### config.mk
export PLATFORM = sky130hd
export DESIGN_NAME = mem_view_sequencer
export DESIGN_NICKNAME = d
export VERILOG_FILES = /design/src/rtl/mem_view_sequencer_pkg.sv /design/src/rtl/mem_view_sequencer_btn_edge.sv /design/src/rtl/mem_view_sequencer.sv
export SDC_FILE = /design/constraint.sdc
export NUM_CORES = 1
export LEC_CHECK = 0
export ABC_AREA = 1
export CORE_AREA = 2 2 80 82
export DETAILED_ROUTE_END_ITERATION = 12
export DIE_AREA = 0 0 82 84
export PLACE_DENSITY_LB_ADDON = 0.3
export SLEW_MARGIN = 20
export SYNTH_ARGS = -nofsm -noshare
export SYNTH_HDL_FRONTEND = slang
export SYNTH_SLANG_ARGS = --single-unit
### constraint.sdc
create_clock -name clk -period 1.45 [get_ports clk]
set_input_delay 0.3625 -clock clk [delete_from_list [all_inputs] [get_ports clk]]
set_output_delay 0.3625 -clock clk [all_outputs]
set_load 0.02 [all_outputs]
### src/rtl/mem_view_sequencer_pkg.sv
// Shared constants and types for the memory-view sequencer and its
// downstream hex decoder consumers.
package mem_view_sequencer_pkg;

   localparam int MEM_DEPTH  = 32;
   localparam int MEM_ADDR_W = 5;

   // Dot outputs are active-low on the seven-segment board.
   localparam logic DOT_ON  = 1'b0;
   localparam logic DOT_OFF = 1'b1;

   typedef enum logic {
      ST_PAUSE = 1'b0,
      ST_RUN   = 1'b1
   } state_e;

endpackage

### src/rtl/mem_view_sequencer_btn_edge.sv
// Two-flop synchronizer followed by a rising-edge detector; a held level
// yields a single one-cycle pulse two edges after it is first sampled.
module mem_view_sequencer_btn_edge (
   input  logic clk,
   input  logic rst,
   input  logic btn_i,
   output logic pulse_o
);

   logic sync0_q;
   logic sync1_q;
   logic prev_q;

   always_ff @(posedge clk) begin
      if (rst) begin
         sync0_q <= 1'b0;
         sync1_q <= 1'b0;
         prev_q  <= 1'b0;
      end else begin
         sync0_q <= btn_i;
         sync1_q <= sync0_q;
         prev_q  <= sync1_q;
      end
   end

   assign pulse_o = sync1_q & ~prev_q;

endmodule

### src/rtl/mem_view_sequencer.sv
// Walks the memory address space (dwell timer or step button), tracks the
// read latency and presents address/data nibbles for three hex decoders.
//
// state    | meaning
// ---------+-------------------------------------------------------------
// ST_PAUSE | dwell counter held at 0; step edges advance the address
// ST_RUN   | dwell counter runs; address advances at each dwell expiry
module mem_view_sequencer
   import mem_view_sequencer_pkg::*;
#(
   parameter int DEPTH    = MEM_DEPTH,
   parameter int ADDR_W   = MEM_ADDR_W,
   parameter int DWELL    = 50_000_000,
   parameter int READ_LAT = 1
) (
   input  logic              clk,
   input  logic              rst,
   input  logic              run_btn,
   input  logic              step_btn,
   input  logic [3:0]        mem_data,
   output logic [ADDR_W-1:0] mem_addr,
   output logic [3:0]        addr_hi_nib,
   output logic [3:0]        addr_lo_nib,
   output logic [3:0]        data_nib,
   output logic              data_dot,
   output logic              run_dot
);

   localparam int                DW_W       = (DWELL > 1) ? $clog2(DWELL) : 1;
   localparam logic [DW_W-1:0]   DWELL_LAST = DW_W'(DWELL - 1);
   localparam logic [ADDR_W-1:0] ADDR_LAST  = ADDR_W'(DEPTH - 1);
   localparam logic [1:0]        LAT_LAST   = 2'(READ_LAT);

   state_e              state_q, state_d;
   logic [DW_W-1:0]     dwell_q, dwell_d;
   logic [ADDR_W-1:0]   addr_q, addr_d;
   logic [1:0]          lat_q, lat_d;
   logic [3:0]          data_q, data_d;
   logic                ddot_q, ddot_d;
   logic                rdot_q, rdot_d;
   logic                run_pulse;
   logic                step_pulse;
   logic                advance;
   logic [7:0]          addr_ext;

   mem_view_sequencer_btn_edge u_run_edge (
      .clk     (clk),
      .rst     (rst),
      .btn_i   (run_btn),
      .pulse_o (run_pulse)
   );

   mem_view_sequencer_btn_edge u_step_edge (
      .clk     (clk),
      .rst     (rst),
      .btn_i   (step_btn),
      .pulse_o (step_pulse)
   );

   always_comb begin
      state_d = state_q;
      dwell_d = dwell_q;
      addr_d  = addr_q;
      lat_d   = lat_q;
      data_d  = data_q;
      ddot_d  = ddot_q;
      advance = 1'b0;

      if (state_q == ST_RUN) begin
         if (dwell_q == DWELL_LAST) begin
            dwell_d = '0;
            advance = 1'b1;
         end else begin
            dwell_d = dwell_q + 1'b1;
         end
      end else begin
         dwell_d = '0;
         advance = step_pulse & ~run_pulse;
      end

      // A toggle always restarts the dwell; an expiry on the same edge still advances.
      if (run_pulse) begin
         state_d = (state_q == ST_RUN) ? ST_PAUSE : ST_RUN;
         dwell_d = '0;
      end

      if (advance) begin
         addr_d = (addr_q == ADDR_LAST) ? '0 : addr_q + 1'b1;
         lat_d  = '0;
         ddot_d = DOT_ON;
      end else if (ddot_q == DOT_ON) begin
         if (lat_q + 2'd1 == LAT_LAST) begin
            data_d = mem_data;
            ddot_d = DOT_OFF;
            lat_d  = '0;
         end else begin
            lat_d = lat_q + 2'd1;
         end
      end

      rdot_d = (state_d == ST_RUN) ? DOT_ON : DOT_OFF;
   end

   always_ff @(posedge clk) begin
      if (rst) begin
         state_q <= ST_PAUSE;
         dwell_q <= '0;
         addr_q  <= '0;
         lat_q   <= '0;
         data_q  <= 4'h0;
         ddot_q  <= DOT_ON;
         rdot_q  <= DOT_OFF;
      end else begin
         state_q <= state_d;
         dwell_q <= dwell_d;
         addr_q  <= addr_d;
         lat_q   <= lat_d;
         data_q  <= data_d;
         ddot_q  <= ddot_d;
         rdot_q  <= rdot_d;
      end
   end

   assign addr_ext    = 8'(addr_q);
   assign mem_addr    = addr_q;
   assign addr_hi_nib = addr_ext[7:4];
   assign addr_lo_nib = addr_ext[3:0];
   assign data_nib    = data_q;
   assign data_dot    = ddot_q;
   assign run_dot     = rdot_q;

endmodule

-- Word level (Yosys, flattened, before mapping)
Cells that the tools add are included.
W data, S select, Z words.
- $add $sub $neg: 3
- equality and inequality tests: 3
- muxes and demuxes: 9
- bitwise logic cells: 9
- reduce and logical (&&, ||, !) cells: 3
- operators by type and width (cell ; count):
    $add A26 B1 Y26 const B ; 1
    $eq A26 B26 Y1 const B ; 1
    $mux W1 ; 7
    $not A1 Y1 ; 6
    $add A5 B1 Y5 const B ; 1
    $eq A5 B5 Y1 const B ; 1
    $mux W5 ; 1
    $reduce_or A4 Y1 ; 1
    $and A1 B1 Y1 ; 3
    $reduce_and A3 Y1 ; 1
    $add A2 B1 Y2 const B ; 1
    $eq A2 B1 Y1 const B ; 1
    $mux W2 ; 1
    $reduce_or A2 Y1 ; 1
- register bits after elaboration: 46
- bits of input ports: 8
- output and inout port bits: 19
- word-level logic and storage cells: 40

-- Longest topological paths before layout
Gate-level depths: netlist of run 1.
- depth after elaboration: 7
- depth in mapped cells: 10
- mapped depth without buffers: 10

-- Cells and area by module
A second synthesis of run 1 with hierarchy kept.
- cells, all modules: 332
- area, all modules: 2334.7 µm²
- by module, submodules not included (module ; times used ; cells an instance ; area an instance (µm²) ; seq. area each (µm²)):
    mem_view_sequencer ; 1 ; 312 ; 2162.1 ; 800.8
    mem_view_sequencer_btn_edge ; 2 ; 10 ; 86.3 ; 60.1

-- Least setup slack after synthesis of run 1
Ideal clock, no wire load.
- path type: flip-flop to flip-flop
- from: register dwell_q[0]
- to: register ddot_q, in the netlist data_dot
- library setup time: 0.118 ns
- arrival: 1.281 ns
- required time: 1.332 ns
- path slack: 0.051 ns
- cell stages (with the launch flop): 11
- buffers on the path: 0
- clock period less this slack: 1.399 ns
- path through: dfxtp_1 > ha_1 > nand2_2 > nor2_8 > nand2_2 > nor2_4 > nand3_4 > nand2_4 > inv_2 > nand2_1 > a21oi_1
- word-level cells in the longest chain between the ends: 4
- RTL lines (item ; RTL line ; source):
    start: declaration ; mem_view_sequencer.sv:35 ; logic [DW_W-1:0] dwell_q, dwell_d;
    start signal: assignment ; mem_view_sequencer.sv:115 ; dwell_q <= dwell_d;
    $eq A26 B26 Y1 ; mem_view_sequencer.sv:70 ; if (dwell_q == DWELL_LAST) begin
    $mux W1 ; mem_view_sequencer.sv:70 ;
    $mux W1 ; mem_view_sequencer.sv:69 ; if (state_q == ST_RUN) begin
    $reduce_or A2 Y1 (no line) ; - ;
    end signal: assignment ; mem_view_sequencer.sv:119 ; ddot_q <= ddot_d;
    end: declaration ; mem_view_sequencer.sv:39 ; logic ddot_q, ddot_d;
Every way passes these cells.
A chain may end at the register's enable or synchronous reset.

-- Final worst setup path of run 1
- from: register dwell_q[1]
- to: register dwell_q[25]
- word-level cells in the longest chain between the ends: 2
- elaborated cells on any way between the ends: 3
- those cells by class: add/sub (1); eq/ne (1); reduce/logical (1)
- RTL lines (item):
    branches (longest 2 deep; another with $add A26 B1 Y26)
Parallel ways; which one is timed is not known.

==> results of run 1 <==
## flip-flops by register name, summed over array words and instances, names as in the netlist, 2 cells and up
name,count
lat_q,2
dwell_q,26
mem_addr,5
data_nib,4
## cells in the mapped netlist, drive strengths merged, types with 2 or more instances
library cell   n  share of area [%]
nor2          71                 13
nand4         10                3.3
xor2           3                1.1
nor3          12                3.0
xnor2          6                2.2
a21oi         15                3.3
dfxtp         46                 39
buf           10                3.5
nand3         17                4.3
nand3b         4                1.3
nand2         81                 14
ha             5                2.6
inv           54                8.5
o21ai          2               0.42
## logic make-up after synthesis
group                    Yosys count
AND/OR/NAND/NOR                  196
buffers and inverters             66
flip-flops                        46
AO/OA/AOI/OAI                     17
XOR/XNOR                           9
adder cells (fa/ha/maj)            5
other                              1
## metal layers
layer  share of wire, %  wire [um]  GRT usage [%]  vias to the layer above
met5                  0          0              0                        -
met4                1.2         59           4.09                        0
met3                4.1        198           3.57                        7
met2                 48       2330           25.8                       42
met1                 47       2300           19.5                      983
li1                   -          -              -                     1118
## critical path: stages, from the launching register on
cell,delay (ns)
dfxtp_2,0.36
ha_4,0.15
nand2_4,0.07
nor2_8,0.14
nand2_2,0.08
nor2_4,0.14
nand2_1,0.10
nand4_4,0.11
clkbuf_16,0.18
a21oi_1,0.04
## metrics by stage
stage / TNS, ns / hold WS [ns]
after floorplan: 0 / 0.388
after global placement: -0.000815 / 0.389
after detailed placement: -0.551 / 0.394
after CTS: -0.344 / 0.407
after global routing: -4.43 / 0.423
final: -0.166 / 0.403
## timing repair
action	in CTS	in global routing
gates cloned	0	1
gates resized for setup	30	12
endpoints found under the setup margin	49	45
pin swaps	5	0
hold endpoints to repair	0	0
## path summary, 6_finish.rpt
| check | startpoint | to | cells after the start |
|---|---|---|---|
| hold / removal | u_run_edge.sync0_q | u_run_edge.sync1_q | 2 |
| setup reg to reg | dwell_q[1] | dwell_q[25] | 9 |
| setup / recovery | dwell_q[1] | dwell_q[25] | 9 |
| hold reg to reg | u_run_edge.sync0_q | u_run_edge.sync1_q | 2 |
## power by group
part           leakage [nW]  internal (W)  total [W]  switching (W)
clock                0.0514      0.000514   0.000944       0.000430
combinational         0.782     0.0000773   0.000184       0.000106
sequential            0.374       0.00129    0.00130      0.0000138
## cell type report
class	count	area, um^2
clock buffers	6	72.6
clock inverters	2	37.5
fillers	639	3150
inverters	55	209
multi-input cells	230	1210
flip-flops and latches	46	923
well taps	77	96.3
repair buffers	44	394
==> results list, run 1 <==
- Required time of the critical path: ~1.6 ns
- Static timing analysis puts the maximum clock frequency at 679 MHz.
* Number of instances in the synthesized netlist: 340
- The finished cells cover slightly below 3000 um^2.
- The die covers roughly 6900 um^2.
* Latest clock arrival within the worst-skew pair: around 0.3 ns
* Parity-gate share of the synthesized area counting xor and xnor cells: 3.32%
* I/O pin count: 27
* Arithmetic-cell share of the synthesized area counting full adders, half adders and majority gates: 2.64%
- After detailed routing, the number of remaining DRC violations is 0.
- H-tree levels: 2
- The mapped netlist covers 2370 um^2.
- CTS buffer count: 5
- Compared with the post-synthesis result, the final layout area differs by 24.0%.
* Share of synthesized flip-flops with an asynchronous set or reset: 0%
- Final cell utilization of the core: 48.3%
- Summing internal, switching and leakage power gives 0.00243 W.
- Portion of the post-synthesis area used by sequential elements: between 30% and 40%
- Setup violators final: 14
- Violations in the final reports: negative setup slack
- Commonest cells after routing, fill and taps aside: nand2_1, nor2_1, inv_1
- Share of the synthesized area in compound gates (AO/OA/AOI/OAI): about 3.7%
- For this block, the routed nets add up to just under 5000 um of wire.
- Most common cell after layout, fill and taps aside: nand2_1
* Layout Skew: 0.00542 ns
- For this configuration, the core starts out at a cell density of about two fifths.
* Number of hold violations in the final report: 0
* Placed cell count: 451
* Wire length of the first global-routing pass: 8450 um
- In the final design database the tool counted 395 nets.
* Number of synthesis warnings: 0
- The clock passes through at most 2 buffers.
- Of the cells placed in the final design, the portion with a size suffix greater than 1 is around 17%.
* Critical path class: flop to flop
- Global routing finished with a remaining overflow of 0.
* Register bit count reported by yosys: 46
- DP Wirelength: 3640 um
- Number of clock sinks: 46
- RD Place Congestion: roughly 0.87
* Signal arrival time at the worst endpoint: around 1.7 ns
* Unrepaired setup endpoints after global routing: yes
* Number of distinct library cells after synthesis: 30
- Worst slack at placement: -0.0529 ns
* CTS tree: done
* Via count: around 2200
- For this run, the detailed router's first-pass iteration total came to 4.
* Post-Synth Simple-Gate Area: between 30% and 40%
* Run status: complete, but fails checks
- Inserted Diodes: 0
- Flop-to-flop setup slack: -0.02 ns
- Via count of the first global-routing pass: 2002
- Per-instance average area after synthesis: around 7 um^2
* Maxcap violations: 0
- Port bufs: 23
- Measured along the x axis, the die boundary spans slightly above 80 um.
* Instance area after placement: ~2800 um^2
* Average detailed-routed wire length per instance: around 11 um
- Clock-pin slew was measured on the worst setup and hold paths at roughly 0.080 ns.
* Vias per Instance: around 4.7
- Standard-cell row count: 29
- Setup repair bufs after CTS: 0
- By area, the combinational part of the netlist is dominated by simple AND/OR/NAND/NOR gates.
- For this run, the number of standard cells in the final layout without fillers is 460.
- Number of antenna violations at the first check in global routing: 0
- Entering global routing, the biggest net connects 22 pins.
* Post-route antenna net violation count: 0
- Multiplexer share of the synthesized area: 0%
- After layout, the minimum clock period comes to about 1.5 ns.
* Crit. End Element: flop
- Worst hold path class: flop to flop
* Power Dens Cells: between 800 and 900 nW/um^2
- Peak supply drop: between 0.4 and 0.5 mV
* Clock tree root driver cell: clkbuf_8
* Setup slack after layout: -0.0225 ns
- Global routing used around 15% of the available tracks across all layers.
- Core area: 6100 um^2
* Flip-flop cell with the highest count after synthesis: dfxtp_1
- Number of synthesized flops with an enable pin: 0
- In this run, post-CTS hold repair placed 0 buffers.
* First-iteration detailed-routing DRC count: 160
- Leakage power total: 1.21 nW
- Maximum fanout along the worst path: 10
- Type of element launching the critical path: flop
* Floorplan die height: 84 um
- Final slew viol count: 0
- In the finished design, the share of the clock period the worst path needs comes to 102%.
No activity file was read; power rests on OpenSTA's default activity.
==> run 2, diff against run 1 <==
--- a/config.mk
+++ b/config.mk
@@ -9,6 +9,7 @@
 export CORE_AREA = 2 2 80 82
 export DETAILED_ROUTE_END_ITERATION = 12
 export DIE_AREA = 0 0 82 84
+export DONT_BUFFER_PORTS = 1
 export PLACE_DENSITY_LB_ADDON = 0.3
 export SLEW_MARGIN = 20
 export SYNTH_ARGS = -nofsm -noshare
==> constraint.sdc (replaced) <==
create_clock -name clk -period 1.5 [get_ports clk]
set_input_delay 0.375 -clock clk [delete_from_list [all_inputs] [get_ports clk]]
set_output_delay 0.375 -clock clk [all_outputs]
set_load 0.02 [all_outputs]
==> run 2 against run 1 <==
Net effect: the flow now finishes without violations; first-iteration DRC count down 39%; core utilization decreased by 3.6 points; via count down 7.3%; sequential power hardly changed; cell count down 5.2%; hold slack lost 0.26 ns; sequential share of layout area is 2.6 points higher; combinational power fell by 35%; clock power decreased by 18%; design area fell by 7.5%; register-to-register slack better by 0.04 ns; critical endpoint is now mem_addr[4]; largest cell class unchanged.
==> results list, run 2 (synthesis gave the netlist of run 1 again) <==
- Vias per Instance: around 4.6
- The root buffer cell chosen for the clock tree is clkbuf_8.
- In the detailed route, the total length drawn on met3 is between 150 and 200 um.
- TritonCTS built the clock tree.
- Initial core utilization: roughly two fifths
- TritonCTS created 5 clock buffers.
* Number of flip-flops under the largest register name: 26
* All-layer global routing usage: between 10% and 20%
* Highest Signal Layer: met4
* Commonest cells after routing, fill and taps aside: nand2_1, nor2_1, inv_1
* DP Wirelength: between 3000 and 4000 um
- Leakage power total: between 1 and 1.5 nW
* Run status: finished clean
* Ratio of final minimum period to clock period: between 90% and 100%
* Maximum fanout along the worst path: 8
- The area growth from synthesis to layout is 14.7%.
- Critical path class: flop to flop
* Via count: 1994
- The initial antenna violation count is 0.
- Die area: 6890 um^2
- H-tree levels: 2
- Clock-pin slew was measured on the worst setup and hold paths at about 0.090 ns.
- Seq. cell area: slightly above 900 um^2
- Chip width: between 80 and 90 um
- The final number of max-transition violations was 0.
* Number of clock sinks: between 40 and 50
- Fraction of layout instances using a drive strength above 1: between 10% and 20%
* Layout Skew: ~0.0060 ns
- In the routed design, unresolved DRC markers number 0.
- First-iteration detailed-routing DRC count: 98
- For this run, the share of the core covered by cells in the final layout is ~45%.
- Setup repair after global routing could not meet its margin everywhere.
- The core region is roughly 6000 um^2.
- Inserted Diodes: 0
* Wire length of the first global-routing pass: between 8000 and 9000 um
- The path class of the tightest hold or removal check is primary input to flop.
* Filler cells: around 620
- Most flops, register: dwell_q
- The total count of hold-check failures in the final report was 0.
- Summing all multi-input logic gate instances after layout gives 1220 um^2.
* Latest clock arrival within the worst-skew pair: ~0.29 ns
- Worst slack at placement: -0.0164 ns
* Floorplan die height: ~84 um
* Port bufs: 0
- Average detailed-routed wire length per instance: 11.0 um
* Wl on met1: about 2100 um
* Maxcap violations: 0
* Logic depth of the worst register-to-register path: 10
* Maximum buffer depth of the clock tree: 2
- CTS Hold Buffers Added: 0
- Amount of wire on met2 after detailed routing: roughly 2500 um
* Post-Route Setup TNS: 0 ns
- The worst-case IR drop observed on VDD is 0.505 mV.
- Most common cell after layout, fill and taps aside: nand2_1
* Setup slack after layout: between 0.01 and 0.015 ns
- Crit. End Element: flop
- Via count of the first global-routing pass: approximately 1900
- Setup violators final: 0
* Cells on Worst Hold Path: 1
- The congestion estimate from routability-driven global placement came to ~0.86.
- 1st-pass router iterations: 4
* Maximum number of pins on one net before global-route repair: 16
* Final critical-path required period: ~1.5 ns
- I/O pin count: 27
* Net count of the finished layout: ~370
- At the worst endpoint, the arrival time is 1.68 ns.
- Detailed Route WL: about 4800 um
* Crit path largest cell delay: 0.37 ns
- Cell-by-cell listing of the critical path: ha_4 -> nand2_4 -> nor2_8 -> nand2_4 -> nor2_4 -> nand3_4 -> nand2_4 -> inv_4 -> nor2_2 -> nor2_1
* Required time of the critical path: approximately 1.7 ns
* Total gr overflow: 0
* Standard-cell row count: 29
* Most used cell, CP: nand2_4
- The largest individual stage delay along the critical path comes from the cell dfxtp_2.
- Type of element launching the critical path: flop
* Power Dens Cells: roughly 800 nW/um^2
- Post-route antenna net violation count: 0
- Timing-limited maximum frequency: between 600 and 700 MHz
-- run 2: cell types whose count changed in the layout (fill, tap and decap cells not counted), sizes merged --
| cell | before | now |
|---|---|---|
| dlygate4sd2 | 9 | 0 |
| clkdlybuf4s15 | 3 | 0 |
| clkbuf | 11 | 6 |
| clkdlybuf4s50 | 7 | 0 |
| bufinv | 1 | 0 |
| clkinv | 1 | 3 |
| buf | 20 | 19 |
-- run 2: power breakdown --
part	switching, W	internal, W
registers	0.0000286	0.00124
logic	0.0000751	0.0000434
clock network	0.000445	0.000328
-- run 2: final timing paths --
kind                            from                 end  slack (ns)
hold / removal                   rst         mem_addr[2]        0.14
setup / recovery          dwell_q[1]         mem_addr[4]        0.01
setup reg to reg          dwell_q[1]         mem_addr[4]        0.01
hold reg to reg   u_run_edge.sync0_q  u_run_edge.sync1_q        0.40
-- run 2: worst max-delay path, delay by kind of cell, from the launching register on --
kind                     cells  cell delay (ns)
AND/OR/NAND/NOR              8             0.83
buffers and inverters        1             0.04
flip-flops                   1             0.37
adder cells (fa/ha/maj)      1             0.15
-- run 2: area by class of cell --
cell class / count / area share (%)
multi-input cells: 230 / 44.8
well taps: 77 / 3.54
repair buffers: 20 / 6.71
inverters: 55 / 7.67
flip-flops and latches: 46 / 34.0
clock inverters: 3 / 0.781
clock buffers: 5 / 2.53
-- run 2: what timing repair did --
| item | CTS | global route |
|---|---|---|
| gates resized for setup | 3 | 17 |
| buffers inserted | 0 | 1 |
| hold endpoints to repair | 0 | 0 |
| pin swaps | 1 | 6 |
| gates cloned | 0 | 1 |
| setup endpoints to repair | 17 | 38 |
-- run 2: routing by layer --
layer / up-vias / GRT usage [%]
met5: - / 0
met4: 0 / 4.39
met3: 6 / 3.90
met2: 36 / 25.6
met1: 880 / 17.8
li1: 1072 / -
-- run 2: stage by stage --
step | hold slack (ns) | cells | power (W) | cell area (um^2)
detailed placement | 0.392 | 426 | 0.00141 | 2530
floorplan | 0.388 | 342 | 0.00140 | 2380
global route | 0.113 | 436 | 0.00227 | 2720
finish | 0.139 | 436 | 0.00217 | 2720
global placement | 0.390 | 426 | 0.00141 | 2530
CTS | 0.126 | 434 | 0.00219 | 2620
==> run 3, diff against run 2 <==
--- a/config.mk
+++ b/config.mk
@@ -6,6 +6,7 @@
 export NUM_CORES = 1
 export LEC_CHECK = 0
 export ABC_AREA = 1
+export CAP_MARGIN = 20
 export CORE_AREA = 2 2 80 82
 export DETAILED_ROUTE_END_ITERATION = 12
 export DIE_AREA = 0 0 82 84
==> constraint.sdc (replaced) <==
create_clock -name clk -period 1.5 [get_ports clk]
set_input_delay 0.375 -clock clk [delete_from_list [all_inputs] [get_ports clk]]
set_output_delay 0.375 -clock clk [all_outputs]
set_load 0.005 [all_outputs]
==> run 3 against run 2 <==
Net effect: flip-flop and latch count unchanged; combinational power shrank 17%; count of clock-buffer cells in the layout is 2 higher; core utilization is 0.80 points lower; routed wire length is 4.4% lower; global-route usage shrank 0.31 points; sequential share of layout area increased by 0.57 points; sequential power barely moved; die area is the same; largest cell class unchanged; highest routed layer unchanged.
==> results list, run 3 (synthesis gave the netlist of run 1 again) <==
* Run status: finished clean
* Unrepaired setup endpoints after global routing: yes
- The total count of hold-check failures in the final report was 0.
- Number of antenna violations at the first check in global routing: 0
- Dividing the detail-routed via count by the number of cells gives 4.58.
- Floorplan die height: around 84 um
- The later pin in the worst-skew pair is clocked with a latency of around 0.30 ns.
- Clock tree root driver cell: clkbuf_8
- For this block, the initial DRC count from the detailed router was 110.
* Most flops, register: dwell_q
- I/O pin count: 27
- Chip width: 82 um
- In this run the power density over the cells is between 800 and 900 nW/um^2.
- Timing analysis after detailed placement gives a worst setup slack of 0.0188 ns.
- The number of antenna diodes in the final layout is 0.
- Timing-limited maximum frequency: 692 MHz
- The first global-routing pass estimated between 7000 and 8000 um of wire.
- The register with the most flip-flops in the layout has 26 of them.
* Post-route antenna net violation count: 0
- Fraction of layout instances using a drive strength above 1: 15.7%
- For this design the static power due to leakage is between 1 and 1.5 nW.
- Total gr overflow: 0
- Net count of the finished layout: between 300 and 400
- The longest clock path from root to sink contains 2 buffers.
* Final critical-path required period: around 1.4 ns
- In this run, CTS created clock tree buffers numbering 5.
- RD Place Congestion: approximately 0.82
- Required time of the critical path: 1.70 ns
- Setup violators final: 0
- Crit. End Element: flop
- For this run, design rule violations remaining after detail routing come to 0.
- The worst path uses slightly below 100% of the clock period.
- Peak supply drop: ~0.40 mV
* DP Wirelength: 3590 um
- In this run the standard cell core region covers about 6000 um^2.
* Critical path class: flop to flop
- Via count of the first global-routing pass: 1810
* Setup slack after layout: approximately 0.055 ns
- Worst hold path class: primary input to flop
- Filler cells: approximately 650
* Die area: between 6000 and 7000 um^2
* Maximum number of pins on one net before global-route repair: 17
- H-tree levels: 2
* CTS Hold Buffers Added: 0
- The clock arrives with 0.0108 ns of skew.
* Register clock-pin slew on the reported worst setup and hold paths: approximately 0.090 ns
* Initial core utilization: between 30% and 40%
- The floorplan has 29 rows.
- CTS tree: done
- Number of clock sinks: 46
- Port buffering added 0 buffers.
- Across the run, the number of max-cap violations was 0.
* Most common cell after layout, fill and taps aside: nand2_1
* 1st-pass router iterations: 4
- Maximum fanout along the worst path: 7
* Hold slack: between 0.1 and 0.15 ns
* Signal arrival time at the worst endpoint: around 1.7 ns
* Instance area after placement: around 2500 um^2
* Commonest cells after routing, fill and taps aside: nand2_1, nor2_1, inv_1
- Across every metal layer, demand over resource in global routing totals between 10% and 20%.
* Average detailed-routed wire length per instance: 10.6 um
- Post-route standard cell area excluding fillers: between 2000 and 3000 um^2
- The routed layout has approximately 2000 vias.
* Syn-to-layout area delta: 12.7%
- Detailed Route WL: around 4600 um
- Type of element launching the critical path: flop
* Final slew viol count: 0
## run 3: cell count changes in the layout (fill, tap and decap cells not counted), moves of 2 or more
cell / delta
nand2_2: +2
nor2_1: +2
buf_6: -2
nand2_4: -2
buf_12: +2
## run 3: timing repair
action,4_1_cts,5_1_grt
gates resized for setup,0,10
endpoints found under the setup margin,0,38
setup buffers,0,2
## run 3: final cells by class
type	instances	area, um^2	area share [%]
tap	77	96.3	3.60
sequential	46	923	34.5
timing repair buffer	17	153	5.71
clock inverter	1	5.00	0.187
clock buffer	7	86.3	3.23
multi-input combinational	230	1200	45.0
inverter	55	206	7.72
## run 3: worst max-delay path: stages, from the launching register on
cell	delay (ns)
dfxtp_2	0.36
ha_4	0.15
nand2_4	0.07
nor2_8	0.13
nand2_2	0.07
nor2_4	0.14
nand3_4	0.13
buf_4	0.16
nand3_1	0.08
a21oi_2	0.06
## run 3: power by group
part           internal (W)  switching (W)
registers           0.00124      0.0000154
clock network      0.000372       0.000413
logic             0.0000385      0.0000597
## run 3: path summary, 6_finish.rpt
check             slack [ns]                  to          startpoint  cells after the start
setup / recovery        0.06         mem_addr[2]          dwell_q[0]                      9
hold reg to reg         0.40  u_run_edge.sync1_q  u_run_edge.sync0_q                      2
hold / removal          0.12         mem_addr[2]                 rst                      1
setup reg to reg        0.06         mem_addr[2]          dwell_q[0]                      9
## run 3: metal layers
layer  track usage (%)  share of wire (%)  up-vias
li1                  -                  -     1060
met1              17.2                 45      892
met2              24.9                 49       25
met3              4.22                4.0        6
met4              4.55                1.4        0
met5                 0                  0        -
## run 3: metrics by stage
| stage | setup TNS (ns) | cells | total power [W] | utilization [%] |
|---|---|---|---|---|
| after floorplan | 0 | 342 | 0.00137 | - |
| after CTS | 0 | 431 | 0.00218 | 43.0 |
| after detailed placement | 0 | 423 | 0.00139 | 41.5 |
| final | 0 | 433 | 0.00214 | 43.9 |
| after global placement | 0 | 423 | 0.00139 | 41.5 |
| after global routing | -0.774 | 433 | 0.00223 | 43.9 |
